**config.mk**
```make
export PLATFORM = sky130hd
export DESIGN_NAME = imm_gen_pipe
export DESIGN_NICKNAME = d
export VERILOG_FILES = /design/src/rtl/imm_pkg.sv /design/src/rtl/imm_decode.sv /design/src/rtl/imm_gen_pipe.sv
export SDC_FILE = /design/constraint.sdc
export NUM_CORES = 1
export LEC_CHECK = 0
export ABC_AREA = 1
export CORE_ASPECT_RATIO = 0.7
export CORE_MARGIN = 2
export CORE_UTILIZATION = 50
export DETAILED_ROUTE_END_ITERATION = 12
export PLACE_DENSITY = 0.79
export SYNTH_ARGS = -nofsm -noshare
export SYNTH_HDL_FRONTEND = slang
export SYNTH_SLANG_ARGS = --single-unit
export TNS_END_PERCENT = 1
```
**constraint.sdc**
```tcl
create_clock -name clk -period 3.1 [get_ports clk]
set_clock_uncertainty 0.05 [all_clocks]
set_input_delay 0.31 -clock clk [delete_from_list [all_inputs] [get_ports clk]]
set_output_delay 0.31 -clock clk [all_outputs]
set_load 0.005 [all_outputs]
```
**src/rtl/imm_pkg.sv**
```systemverilog
// ============================================================================
// Module      : imm_pkg
// Description : Shared types and opcode constants for the immediate generator.
// Revision    : 1.0
// ============================================================================
`default_nettype none

package imm_pkg;

    typedef enum logic [2:0] {
        IMM_R   = 3'd0,
        IMM_I   = 3'd1,
        IMM_S   = 3'd2,
        IMM_B   = 3'd3,
        IMM_U   = 3'd4,
        IMM_J   = 3'd5,
        IMM_ILL = 3'd7
    } imm_type_e;

    localparam logic [6:0] c_opc_load   = 7'b0000011;
    localparam logic [6:0] c_opc_op_imm = 7'b0010011;
    localparam logic [6:0] c_opc_jalr   = 7'b1100111;
    localparam logic [6:0] c_opc_system = 7'b1110011;
    localparam logic [6:0] c_opc_store  = 7'b0100011;
    localparam logic [6:0] c_opc_branch = 7'b1100011;
    localparam logic [6:0] c_opc_lui    = 7'b0110111;
    localparam logic [6:0] c_opc_auipc  = 7'b0010111;
    localparam logic [6:0] c_opc_jal    = 7'b1101111;
    localparam logic [6:0] c_opc_op     = 7'b0110011;

    localparam logic [2:0] c_f3_sll = 3'b001;
    localparam logic [2:0] c_f3_srx = 3'b101;

endpackage : imm_pkg

`default_nettype wire

```
**src/rtl/imm_decode.sv**
```systemverilog
// ============================================================================
// Module      : imm_decode
// Description : Combinational opcode decode and immediate sign/zero extension.
// Revision    : 1.0
// ============================================================================
`default_nettype none

module imm_decode
    import imm_pkg::*;
#(
    parameter int XLEN = 32
) (
    input  logic [31:0]     inst,
    output logic [XLEN-1:0] imm,
    output imm_type_e       imm_type,
    output logic            illegal
);

    logic [6:0]      w_opcode;
    logic [2:0]      w_funct3;
    logic [XLEN-1:0] w_imm_i;
    logic [XLEN-1:0] w_imm_s;
    logic [XLEN-1:0] w_imm_b;
    logic [XLEN-1:0] w_imm_u;
    logic [XLEN-1:0] w_imm_j;
    logic [XLEN-1:0] w_shamt;
    logic            w_is_shift;

    assign w_opcode = inst[6:0];
    assign w_funct3 = inst[14:12];

    assign w_imm_i = {{(XLEN-12){inst[31]}}, inst[31:20]};
    assign w_imm_s = {{(XLEN-12){inst[31]}}, inst[31:25], inst[11:7]};
    assign w_imm_b = {{(XLEN-13){inst[31]}}, inst[31], inst[7], inst[30:25],
                      inst[11:8], 1'b0};
    assign w_imm_u = {{(XLEN-32){inst[31]}}, inst[31:12], 12'b0};
    assign w_imm_j = {{(XLEN-21){inst[31]}}, inst[31], inst[19:12], inst[20],
                      inst[30:21], 1'b0};

    // Shift amount width follows XLEN; funct7 bits never leak into the result.
    generate
        if (XLEN == 64) begin : g_shamt64
            assign w_shamt = {{(XLEN-6){1'b0}}, inst[25:20]};
        end else begin : g_shamt32
            assign w_shamt = {{(XLEN-5){1'b0}}, inst[24:20]};
        end
    endgenerate

    assign w_is_shift = (w_opcode == c_opc_op_imm) &&
                        ((w_funct3 == c_f3_sll) || (w_funct3 == c_f3_srx));

    always_comb begin
        imm      = '0;
        imm_type = IMM_ILL;
        illegal  = 1'b0;
        case (w_opcode)
            c_opc_load, c_opc_op_imm, c_opc_jalr, c_opc_system: begin
                imm_type = IMM_I;
                imm      = w_is_shift ? w_shamt : w_imm_i;
            end
            c_opc_store: begin
                imm_type = IMM_S;
                imm      = w_imm_s;
            end
            c_opc_branch: begin
                imm_type = IMM_B;
                imm      = w_imm_b;
            end
            c_opc_lui, c_opc_auipc: begin
                imm_type = IMM_U;
                imm      = w_imm_u;
            end
            c_opc_jal: begin
                imm_type = IMM_J;
                imm      = w_imm_j;
            end
            c_opc_op: begin
                imm_type = IMM_R;
            end
            default: begin
                imm_type = IMM_ILL;
                illegal  = 1'b1;
            end
        endcase
    end

endmodule : imm_decode

`default_nettype wire

```
**src/rtl/imm_gen_pipe.sv**
```systemverilog
// ============================================================================
// Module      : imm_gen_pipe
// Description : Immediate generator behind a 2-entry main/skid elastic buffer.
// Revision    : 1.0
// ============================================================================
`default_nettype none

module imm_gen_pipe
    import imm_pkg::*;
#(
    parameter int XLEN  = 32,
    parameter int CNT_W = 16
) (
    input  logic             clk,
    input  logic             rst,
    input  logic             in_valid,
    output logic             in_ready,
    input  logic [31:0]      inst,
    output logic             out_valid,
    input  logic             out_ready,
    output logic [XLEN-1:0]  imm_out,
    output logic [2:0]       imm_type,
    output logic             illegal,
    output logic [CNT_W-1:0] illegal_cnt
);

    logic [XLEN-1:0]  w_dec_imm;
    imm_type_e        w_dec_type;
    logic             w_dec_ill;

    logic             r_main_valid;
    logic [XLEN-1:0]  r_main_imm;
    logic [2:0]       r_main_type;
    logic             r_main_ill;

    logic             r_skid_valid;
    logic [XLEN-1:0]  r_skid_imm;
    logic [2:0]       r_skid_type;
    logic             r_skid_ill;

    logic             r_in_ready;
    logic [CNT_W-1:0] r_cnt;

    logic             w_in_fire;
    logic             w_main_free;
    logic             w_skid_next;

    imm_decode #(
        .XLEN     (XLEN)
    ) u_decode (
        .inst     (inst),
        .imm      (w_dec_imm),
        .imm_type (w_dec_type),
        .illegal  (w_dec_ill)
    );

    assign w_in_fire   = in_valid & r_in_ready;
    assign w_main_free = ~r_main_valid | out_ready;
    // in_ready is only high while the skid is empty, so a skid refill never
    // coincides with the skid draining into main.
    assign w_skid_next = w_main_free ? 1'b0 : (r_skid_valid | w_in_fire);

    always_ff @(posedge clk or posedge rst) begin
        if (rst) begin
            r_main_valid <= 1'b0;
            r_main_imm   <= '0;
            r_main_type  <= 3'd0;
            r_main_ill   <= 1'b0;
            r_skid_valid <= 1'b0;
            r_skid_imm   <= '0;
            r_skid_type  <= 3'd0;
            r_skid_ill   <= 1'b0;
            r_in_ready   <= 1'b0;
        end else begin
            if (w_main_free) begin
                if (r_skid_valid) begin
                    r_main_valid <= 1'b1;
                    r_main_imm   <= r_skid_imm;
                    r_main_type  <= r_skid_type;
                    r_main_ill   <= r_skid_ill;
                end else if (w_in_fire) begin
                    r_main_valid <= 1'b1;
                    r_main_imm   <= w_dec_imm;
                    r_main_type  <= w_dec_type;
                    r_main_ill   <= w_dec_ill;
                end else begin
                    r_main_valid <= 1'b0;
                end
            end else if (w_in_fire) begin
                r_skid_imm   <= w_dec_imm;
                r_skid_type  <= w_dec_type;
                r_skid_ill   <= w_dec_ill;
            end
            r_skid_valid <= w_skid_next;
            r_in_ready   <= ~w_skid_next;
        end
    end

    always_ff @(posedge clk or posedge rst) begin
        if (rst) begin
            r_cnt <= '0;
        end else if (w_in_fire && w_dec_ill && !(&r_cnt)) begin
            r_cnt <= r_cnt + 1'b1;
        end
    end

    assign in_ready    = r_in_ready;
    assign out_valid   = r_main_valid;
    assign imm_out     = r_main_imm;
    assign imm_type    = r_main_type;
    assign illegal     = r_main_ill;
    assign illegal_cnt = r_cnt;

endmodule : imm_gen_pipe

`default_nettype wire

```
-- Word-level counts from Yosys, hierarchy flattened
Cells that the tools add are included.
- flip-flop bits (word level): 91
- bits of input ports: 36
- word-level logic and storage cells: 54
- add/subtract/negate cells: 1
- equality and inequality tests: 12
- multiplexer cells: 13
- bitwise operators: 6
- reductions and logical operators: 12
- operators with widths (kind ; count):
    32-bit one-hot mux with 5 select lines ; 1
    32-bit two-way mux ; 3
    7-bit equality test (second input constant) ; 4
    7-bit by 6-bit equality test with 1-bit output (second input constant) ; 3
    3-bit one-hot mux with 6 select lines ; 1
    16-bit by 1-bit adder with 16-bit output (second input constant) ; 1
    16-bit AND reduction ; 1
    7-bit by 5-bit equality test with 1-bit output (second input constant) ; 2
    10-bit OR reduction ; 1
    7-bit by 2-bit equality test with 1-bit output (second input constant) ; 1
    1-bit two-way mux ; 6
    3-bit two-way mux ; 2
    2-bit AND reduction ; 2
    4-bit OR reduction ; 1
    3-bit by 1-bit equality test with 1-bit output (second input constant) ; 1
    3-bit equality test (second input constant) ; 1
    1-bit logical AND ; 3
    1-bit NOT ; 3
    1-bit bitwise OR ; 2
    2-bit nonzero test ; 1
    2-bit OR reduction ; 1
    1-bit bitwise AND ; 1
    1-bit zero test ; 1
    1-bit logical OR ; 1

-- Logic depth before layout (Yosys ltp)
Gate-level depths: netlist (run 1).
- depth after elaboration: 7
- mapped depth: 12
- gate-level depth less buffers: 11

-- By module
Synthesis (run 1) repeated with hierarchy kept, for this count alone.
- cells, all modules: 643
- area total of the unflattened synthesis: 5185.0 um2
- modules (own cells, without submodules) (module ; instances ; cells an instance ; area an instance (um2) ; seq. area each (um2)):
    imm_gen_pipe ; 1 ; 428 ; 4160.2 ; 2277.2
    imm_decode ; 1 ; 215 ; 1024.7 ; 0.0

-- Least setup slack after synthesis (run 1)
No wires, ideal clock.
- kind: register -> register
- from: register r_cnt[0], in the netlist illegal_cnt[0]
- to: register r_cnt[6], in the netlist illegal_cnt[6]
- library setup time: 117 ps
- arrival time: 1466 ps
- setup slack: 1467 ps
- stages on the path, launching flop included: 8
- buffers on the path: 1
- period minus slack after synthesis: 1633 ps
- path through: dfrtp_1 ha_1 inv_1 nor2_2 nand4_2 buf_2 nand3_1 nand2_1
- longest elaborated chain between the ends: 3
- elaborated cells on any way between the ends: 4
- ends and longest elaborated chain (what ; line ; text):
    from (decl) ; imm_gen_pipe.sv:42 ; logic [CNT_W-1:0] r_cnt;
    from (signal assigned) ; imm_gen_pipe.sv:103 ; r_cnt <= r_cnt + 1'b1;
    branches (longest 3 deep; another with 16-bit by 1-bit adder with 16-bit output) ; n/a ;
Several ways; the timed one is not identified.
A chain may end at the register's enable or synchronous reset.

-- Worst setup path in the final report (run 1)
- from: register r_cnt[0], in the netlist illegal_cnt[0]
- to: register r_cnt[15], in the netlist illegal_cnt[15]
The elaborated chain is that of the path after synthesis.

==> metrics, run 1 <==
fraction of layout cells with a size suffix above 1 8.29%; IO buf count 89; Clk pwr share 28.4%; Synth Instances 719; Buf/Inv on CP 1; Tmin final approximately 2.2 ns; die area 11,300 µm²; Flop pwr share 44.5%; CTS tree built; worst path arrival time about 2.5 ns; Design Area, Final 6450 µm²; Worst-path clk slew 0.06 ns; Crit-path slowest cell nand4_2; Mean Syn Cell Area 7.27 µm²; Post-DRT Antenna Nets 0; largest net degree at the start of global routing 92; DRT iter0 DRCs 453; P_leak between 3 and 4 nW; most frequent cells in the layout nand2_1 (233), nor2_1 (93), dfrtp_1 (91); logic gate share of total power a little over a quarter; Worst Hold Class in2async; first-pass GRT wire length 21.7 mm; number of iterations in the first detailed-routing pass 5; nets@finish 829; Sequential Area 2280 µm²; n_diodes 0; Die Y 89.6 µm; Yosys reg bits 91; max cap viols 0; hpwl dp 9.43 mm; Slew Viols, Final 0; antenna violations before repair 0; Sink Count 91; # fillers 876; RSZ-0062 raised after global routing false; Multi-input gate area 2530 µm²; vias per std cell 5.31; die width about 130 µm; achievable frequency 448 MHz; vias in the first global route 4,459; Sw Pwr 1.07 mW; period utilisation layout ~72%; required time of the critical path 3.33 ns; Area growth, synth to finish 23.4%; CP top delay family simple AND/OR/NAND/NOR gates; sequential area share after synthesis 43.6%; hold bufs inserted after CTS 0; CP Class reg2reg; pwr/cell area 547 nW/µm²; CP Launch Type flop; Clock Latency Late Sink 0.34 ns; Max IR drop VDD approximately 0.00029 V; row count 31; H-tree lvl count 3; Sw Ratio ~30%; most used cell, CP nand2_1; synth unique cells 35; Synthesized Nets 756; Rel. slew slack 60.8%; warnings from Yosys 0; TritonCTS Buffers 9; GP Congestion 0.945; Worst Tran Pin Value a little under 0.6 ns; Root Driver clkbuf_16; Avg WL per Cell 14.5 µm; crit-path max cell delay 0.50 ns; vias ~5k; commonest non-fill, non-tap cell in the layout nand2_1; Layout Utilization 62.8%; initial core utilization 50.9%; Final Setup Violations 0; setup repair bufs after CTS 0; clk buf depth 2; post-cts sizing count 0; Worst Setup End Kind flop; Fin. Hold Viols 0; CP max FO 17; Top Ports 90; status complete, no violations; grt total ovfl 0; CP Cell Sequence ha_1, inv_1, nor2_2, nand4_2, nand4_4, nand2_1, nand2_1; Synth Cell Area between 5000 and 6000 µm²; total length of routed wires roughly 13 mm; area post-placement about 6200 µm²; TNS Setup 0 ns; Core Area about 10,000 µm²; Internal ~2.5 mW; DRC 0; all-layer global routing usage around 24%
final timing paths:
kind                                start         endpoint  slack [ns]  depth (start not counted)
setup reg to reg           illegal_cnt[0]  illegal_cnt[15]        0.87                          7
min in group clk               imm_out[3]       imm_out[3]        0.43                          2
hold / removal                        rst   r_skid_imm[16]        0.33                          3
max in group asynchronous             rst   r_skid_imm[31]        2.26                          3
hold reg to reg                imm_out[3]       imm_out[3]        0.43                          2
setup / recovery           illegal_cnt[0]  illegal_cnt[15]        0.87                          7
sequential cells by signal, summed over array words and instances (netlist names):
register      count
r_skid_ill        1
illegal_cnt      16
imm_out          32
in_ready          1
r_skid_imm       32
r_skid_type       3
out_valid         1
r_skid_valid      1
imm_type          3
illegal           1
worst min-delay path, delay by kind of cell:
kind	cells	cell delay (ns)
buffers and inverters	3	0.83
area by class of cell:
class | instances | area share, %
clock buffer | 13 | 3.88
tap | 132 | 2.56
multi-input combinational | 531 | 39.2
inverter | 63 | 3.69
clock inverter | 2 | 0.194
sequential | 91 | 35.3
timing repair buffer | 96 | 15.2
layer usage:
metal | part of all wire [%] | GRT usage [%] | routed length [µm] | vias up
met2 | 45 | 37.0 | 6010 | 174
met1 | 47 | 34.9 | 6370 | 2307
met5 | 0 | 0 | 0 | -
li1 | - | - | - | 2420
met3 | 6.0 | 4.79 | 811 | 23
met4 | 1.7 | 8.29 | 235 | 0
power groups by stage:
stage               clock, mW  sequential, mW  combinational (mW)
floorplan                   0            1.57               0.496
global placement            0            1.58               0.928
detailed placement          0            1.59               0.957
CTS                      1.03            1.57               0.963
global route             1.07            1.60                1.07
finish                   1.00            1.57               0.954
cell families after synthesis:
logic type	count (synthesis)	synth area share [%]
AOI/OAI and AO/OA	87	9.76
xor gates and xnor gates	12	2.01
adders and majority gates	1	0.239
buffers and inverters	97	8.30
DFF	91	43.6
and+or+nand+nor	431	36.1
Yosys cell counts (all sizes together):
library cell	n	area [µm²]
nand3	67	345
o21ai	32	160
xor2	6	52.6
or2	2	12.5
a21boi	4	30.0
nand4	6	58.8
xnor2	6	52.6
a21oi	34	170
nand2	243	960
dfrtp	91	2280
clkbuf	18	67.6
nor3	2	15.0
inv	63	236
ha	1	12.5
nor2	110	490
nand3b	1	7.51
buf	16	130
a31oi	17	150
metrics by stage:
stage               std cells  power (mW)  hold slack, ns  setup WS (ns)
finish                    928        3.53           0.331          0.870
global route              928        3.74           0.390          0.700
CTS                       928        3.56           0.372          0.902
detailed placement        913        2.55           0.415          0.636
global placement          913        2.51           0.416          0.757
floorplan                 719        2.07           0.395          0.376
Note: power is estimated with default switching activity, not from simulation.
==> run 2, diff against run 1 <==
==> constraint.sdc (replaced) <==
create_clock -name clk -period 2.1 [get_ports clk]
set_clock_uncertainty 0.05 [all_clocks]
set_input_delay 0.21 -clock clk [delete_from_list [all_inputs] [get_ports clk]]
set_output_delay 0.21 -clock clk [all_outputs]
set_load 0.005 [all_outputs]
==> metrics, run 2 (synthesized netlist as in run 1, its figures left out) <==
Tmin final 1.80 ns; M3 GR Usage under 10%; status complete, no violations; Root Driver clkbuf_16; commonest non-fill, non-tap cell in the layout nand2_1; Worst Setup End Kind flop; most frequent cells in the layout nand2_1 (233), nor2_1 (93), dfrtp_1 (91); n_diodes 0; Crit-path slowest cell clkdlybuf4s50_1; IO buf count between 80 and 90; Max IR drop VDD 0.000523 V; Non-Filler Instances about 940; nets@finish between 800 and 900; TritonCTS Buffers 9; Worst Hold Class in2async; period utilisation layout 85.9%; CP max FO 11; CP Launch Type input pin; DRT iter0 DRCs 455; CP top delay family simple AND/OR/NAND/NOR gates; largest net degree at the start of global routing slightly above 90; all-layer global routing usage 24.3%; die area approximately 11,000 µm²; Top Ports 90; number of iterations in the first detailed-routing pass 4; post-cts sizing count 0; max cap viols 0; CP Class in2reg; Fin. Hold Viols 0; Final Setup Violations 0; grt total ovfl 0; P_leak 3.40 nW; Slew Viols, Final 0; vias per std cell around 5.2; required time of the critical path 2.29 ns; clk buf depth 2; fraction of layout cells with a size suffix above 1 9.89%; met2 Use GR 37.0%; Clock Latency Late Sink around 0.34 ns; Rel. slew slack 64.1%; TNS Setup 0 ns; initial core utilization between 50% and 60%; area post-placement about 6300 µm²; antenna violations before repair 0; RSZ-0062 raised after global routing false; Post-DRT Antenna Nets 0; setup repair bufs after CTS 0; worst path arrival time about 2.0 ns; row count 31; CP Cell Sequence clkdlybuf4s50_1, inv_2, nand3_2, inv_2, nand3_1, o21ai_0, nor2_2, nand3_1, nand2_1, nand2_1; Design Area, Final 6630 µm²; Die Y roughly 90 µm; DRC 0; vias in the first global route approximately 4.5k; Worst-path clk slew 0.06 ns; GR Util met1 35.2%; achievable frequency about 550 MHz; pwr/cell area slightly above 800 nW/µm²; crit-path max cell delay just under 0.6 ns; total length of routed wires 13.3 mm; CTS tree built; Worst Tran Pin Value 0.533 ns; dpl cells slightly above 900; hpwl dp 9.30 mm; GP Congestion 0.953; Core Area 10,300 µm²; GRT busiest layer met2; Buf/Inv on CP 3; Area growth, synth to finish 26.8%; hold bufs inserted after CTS 0; first-pass GRT wire length 21.9 mm; Avg WL per Cell 14.1 µm; Sink Count 91; H-tree lvl count 3; vias 4,922; die width ~130 µm; Power Total about 5.4 mW
[run 2: cell types whose count changed in the layout (fill, tap and decap cells not counted), sizes merged]
| cell | previous run | this run |
|---|---|---|
| bufinv | 0 | 1 |
| clkinvlp | 1 | 3 |
| clkbuf | 13 | 12 |
| clkinv | 2 | 1 |
| buf | 7 | 19 |
[run 2: per-stage QoR]
| stage | setup slack [ns] | hold slack (ns) | utilization (%) |
|---|---|---|---|
| 3_3_place_gp | 0.0364 | 0.415 | 61.6 |
| 3_5_place_dp | 0.0247 | 0.417 | 61.6 |
| 2_1_floorplan | 0.467 | 0.295 | - |
| 5_1_grt | 0.209 | 0.349 | 64.5 |
| 4_1_cts | 0.382 | 0.334 | 64.5 |
| 6_report | 0.295 | 0.289 | 64.5 |
[run 2: final timing paths]
path                              endpoint  slack, ns  cells after the start      startpoint
max                            imm_out[27]       0.30                     10         inst[4]
min                            imm_out[29]       0.29                      3             rst
max reg2reg                illegal_cnt[14]       0.39                      7  illegal_cnt[1]
min reg2reg                    imm_out[16]       0.43                      2     imm_out[16]
max in group asynchronous    r_skid_imm[1]       1.31                      3             rst
min in group clk               imm_out[16]       0.43                      2     imm_out[16]
[run 2: cell type report]
class | count | area, µm²
flip-flops and latches | 91 | 2280
clock inverters | 4 | 50.0
clock buffers | 12 | 246
well taps | 132 | 165
inverters | 63 | 240
fillers | 833 | 3650
multi-input cells | 531 | 2530
repair buffers | 108 | 1120
[run 2: layer usage]
metal  vias up  wire [µm]
li1       2437          -
met1      2314       6250
met5         -          0
met4         0        172
met3        19        840
met2       152       6040
[run 2: tightest hold or removal path, stage by stage]
cell,delay [ns]
clkdlybuf4s50_1,0.44
clkinvlp_4,0.10
buf_12,0.36
[run 2: report_power, final]
part	total, mW	internal (mW)	leakage (nW)	switching (mW)
Clock	1.64	0.954	0.139	0.686
Sequential	2.31	2.09	1.18	0.221
Combinational	1.44	0.741	2.08	0.700
==> run 3, diff against run 2 <==
--- a/config.mk
+++ b/config.mk
@@ -5,12 +5,13 @@
 export SDC_FILE = /design/constraint.sdc
 export NUM_CORES = 1
 export LEC_CHECK = 0
-export ABC_AREA = 1
+export ABC_AREA = 0
 export CORE_ASPECT_RATIO = 0.7
 export CORE_MARGIN = 2
 export CORE_UTILIZATION = 50
 export DETAILED_ROUTE_END_ITERATION = 12
-export PLACE_DENSITY = 0.79
+export PLACE_DENSITY = 0.82
+export SKIP_CTS_REPAIR_TIMING = 1
 export SYNTH_ARGS = -nofsm -noshare
 export SYNTH_HDL_FRONTEND = slang
 export SYNTH_SLANG_ARGS = --single-unit
==> metrics, run 3 <==
Worst-path clk slew approximately 0.070 ns; Mean Syn Cell Area 9.35 µm²; initial core utilization 52.6%; Max IR drop VDD 0.000865 V; n_diodes 0; GP Congestion 0.911; Design Area, Final 5710 µm²; Yosys top cell area share 54.1%; Synthesized Nets 487; Fin. Hold Viols 0; required time of the critical path 2.27 ns; Simple-Gate Fraction of Synth Area 20.4%; Tmin final ~2.0 ns; Reg2Reg Setup Slack 0.14 ns; DRC 0; nets@finish roughly 590; Adder-Cell Fraction of Synth Area 0.297%; number of cells on the worst reg-to-reg path 7; Crit-path slowest cell nor4_1; most common cell in the netlist dfrtp_1; warnings from Yosys 0; Rel. slew slack 51.8%; status complete, no violations; Clk pwr share approximately 30%; sequential area share after synthesis 54.1%; Synth area leader dfrtp_1; Worst Setup End Kind flop; worst path arrival time around 2.1 ns; P_leak 2.30 nW; R2R Path End illegal_cnt[3]; Root Driver clkbuf_16; Yosys reg bits 91; asr flop ratio synth 100%; vias 3,822; Final Setup Violations 0; row count 27; TNS Setup 0 ns; Die Y 80.8 µm; hpwl dp 7.90 mm; TritonCTS Buffers 9; Top Ports 90; crit-path max cell delay 0.44 ns; fraction of layout cells with a size suffix above 1 a little over a tenth; CTS tree built; prevailing post-synth register cell dfrtp_1; CP Cell Sequence ha_1, nand4_1, nor4_1, a211oi_4, buf_12, and4_1, xor2_1; Synth Cell Area 4210 µm²; Avg WL per Cell approximately 17 µm; CP max FO 16; pwr/cell area 958 nW/µm²; Worst Tran Pin Value 0.722 ns; # fillers 600; achievable frequency 511 MHz; largest family of logic cells by synthesized area simple AND/OR/NAND/NOR gates; RSZ-0062 raised after global routing false; IO buf count 89; Clock Latency Late Sink between 0.3 and 0.4 ns; die width 114 µm; period utilisation layout about 93%; Sw Ratio 28.8%; Worst Hold Class in2async; Area contributors post-synth dfrtp_1 (54%), nand2_1 (6.1%), a31oi_1 (4.6%), nor2_1 (3.9%), nor3_1 (3.2%); Synth Area in Compound Gates 18.0%; antenna violations before repair 0; Post-synth EDFFs 0; synth unique cells 42; mux share of post-synthesis cell area 0.506%; grt total ovfl 0; Core Area between 8000 and 9000 µm²; commonest non-fill, non-tap cell in the layout dfrtp_1; first-pass GRT wire length 18.1 mm; largest net degree at the start of global routing 92; all-layer global routing usage 25.5%; Synth Area in XOR/XNOR 3.33%; Synth Instances 450; Sink Count 91; CP Launch Type flop; Sw Pwr 1.58 mW; Internal 3.89 mW; most frequent cells in the layout dfrtp_1 (91), clkdlybuf4s50_1 (89), nand2_1 (68); Flop pwr share 44.4%; most frequent cells after synthesis dfrtp_1 (91), nand2_1 (68), nor2_1 (44); Layout Utilization 71.3%; vias in the first global route 3,661; Slew Viols, Final 0; DRT iter0 DRCs 296; die area ~9200 µm²; max cap viols 0; R2R Path Start illegal_cnt[0]; logic gate share of total power around a quarter; area post-placement 5410 µm²; CP Class reg2reg; clk buf depth 2; total length of routed wires roughly 11 mm; H-tree lvl count 3; number of iterations in the first detailed-routing pass 5; vias per std cell slightly below 6; Area growth, synth to finish 35.7%; Post-DRT Antenna Nets 0
run 3: cell types whose count changed after synthesis, sizes merged, moves of 5 or more:
cell	delta
buf	-10
o211ai	+7
a21oi	-15
nand3	-51
o21bai	+16
clkbuf	+5
nor3	+25
nor2	-66
a31oi	+14
nand2	-175
a211oi	+9
inv	-58
xnor2	+8
run 3: routing by layer:
metal / wire [µm] / track usage, %
met5: 0 / 0
met3: 786 / 7.01
met1: 5010 / 35.3
met2: 5250 / 40.2
met4: 123 / 7.32
run 3: power groups by stage:
stage / clock (mW) / combinational, mW / sequential [mW]
after floorplan: 0 / 0.620 / 2.41
after global placement: 0 / 1.36 / 2.43
after detailed placement: 0 / 1.40 / 2.45
after CTS: 1.65 / 1.42 / 2.42
after global routing: 1.74 / 1.54 / 2.47
final: 1.63 / 1.41 / 2.43
run 3: cell families (layout without fill, tap and decap cells):
group / after synthesis / after routing
and+or+nand+nor: 188 / 188
adders and majority gates: 1 / 1
AOI/OAI and AO/OA: 118 / 118
muxes: 2 / 2
DFF: 91 / 91
xor gates and xnor gates: 16 / 16
buffers and inverters: 34 / 144
run 3: metrics by stage:
stage,setup WS (ns),std cells,hold WS (ns),power [mW]
4_1_cts,0.127,661,0.323,5.49
6_report,0.142,661,0.299,5.47
2_1_floorplan,0.294,450,0.316,3.03
3_3_place_gp,-0.0490,645,0.400,3.79
5_1_grt,0.0436,661,0.353,5.76
3_5_place_dp,-0.0935,645,0.414,3.85
run 3: layout make-up:
type                            count  area (µm²)  share of cell area (%)
Sequential cell                    91        2280                    39.9
Multi-Input combinational cell    325        1800                    31.5
Timing Repair Buffer              123        1180                    20.7
Clock buffer                       11         243                    4.25
Tap cell                          101         126                    2.21
Clock inverter                      5        61.3                    1.07
Inverter                            5        22.5                   0.394
run 3: how the worst max path moves through the flow:
stage | startpoint | endpoint | slack, ns | cells after the start
5_1_grt | illegal_cnt[0] | illegal_cnt[3] | 0.04 | 7
4_1_cts | illegal_cnt[0] | illegal_cnt[3] | 0.13 | 7
6_report | illegal_cnt[0] | illegal_cnt[3] | 0.14 | 7
3_3_place_gp | inst[2] | illegal_cnt[1] | -0.05 | 6
3_5_place_dp | inst[2] | illegal_cnt[1] | -0.09 | 6
2_1_floorplan | inst[4] | illegal_cnt[14] | 0.29 | 7
run 3: worst max-delay path, delay by kind of cell, from the launching register on:
family / cells / cell delay [ns]
flip-flops: 1 / 0.42
adder cells (fa/ha/maj): 1 / 0.22
AO/OA/AOI/OAI: 1 / 0.09
AND/OR/NAND/NOR: 3 / 0.74
buffers and inverters: 1 / 0.18
XOR/XNOR: 1 / 0.14
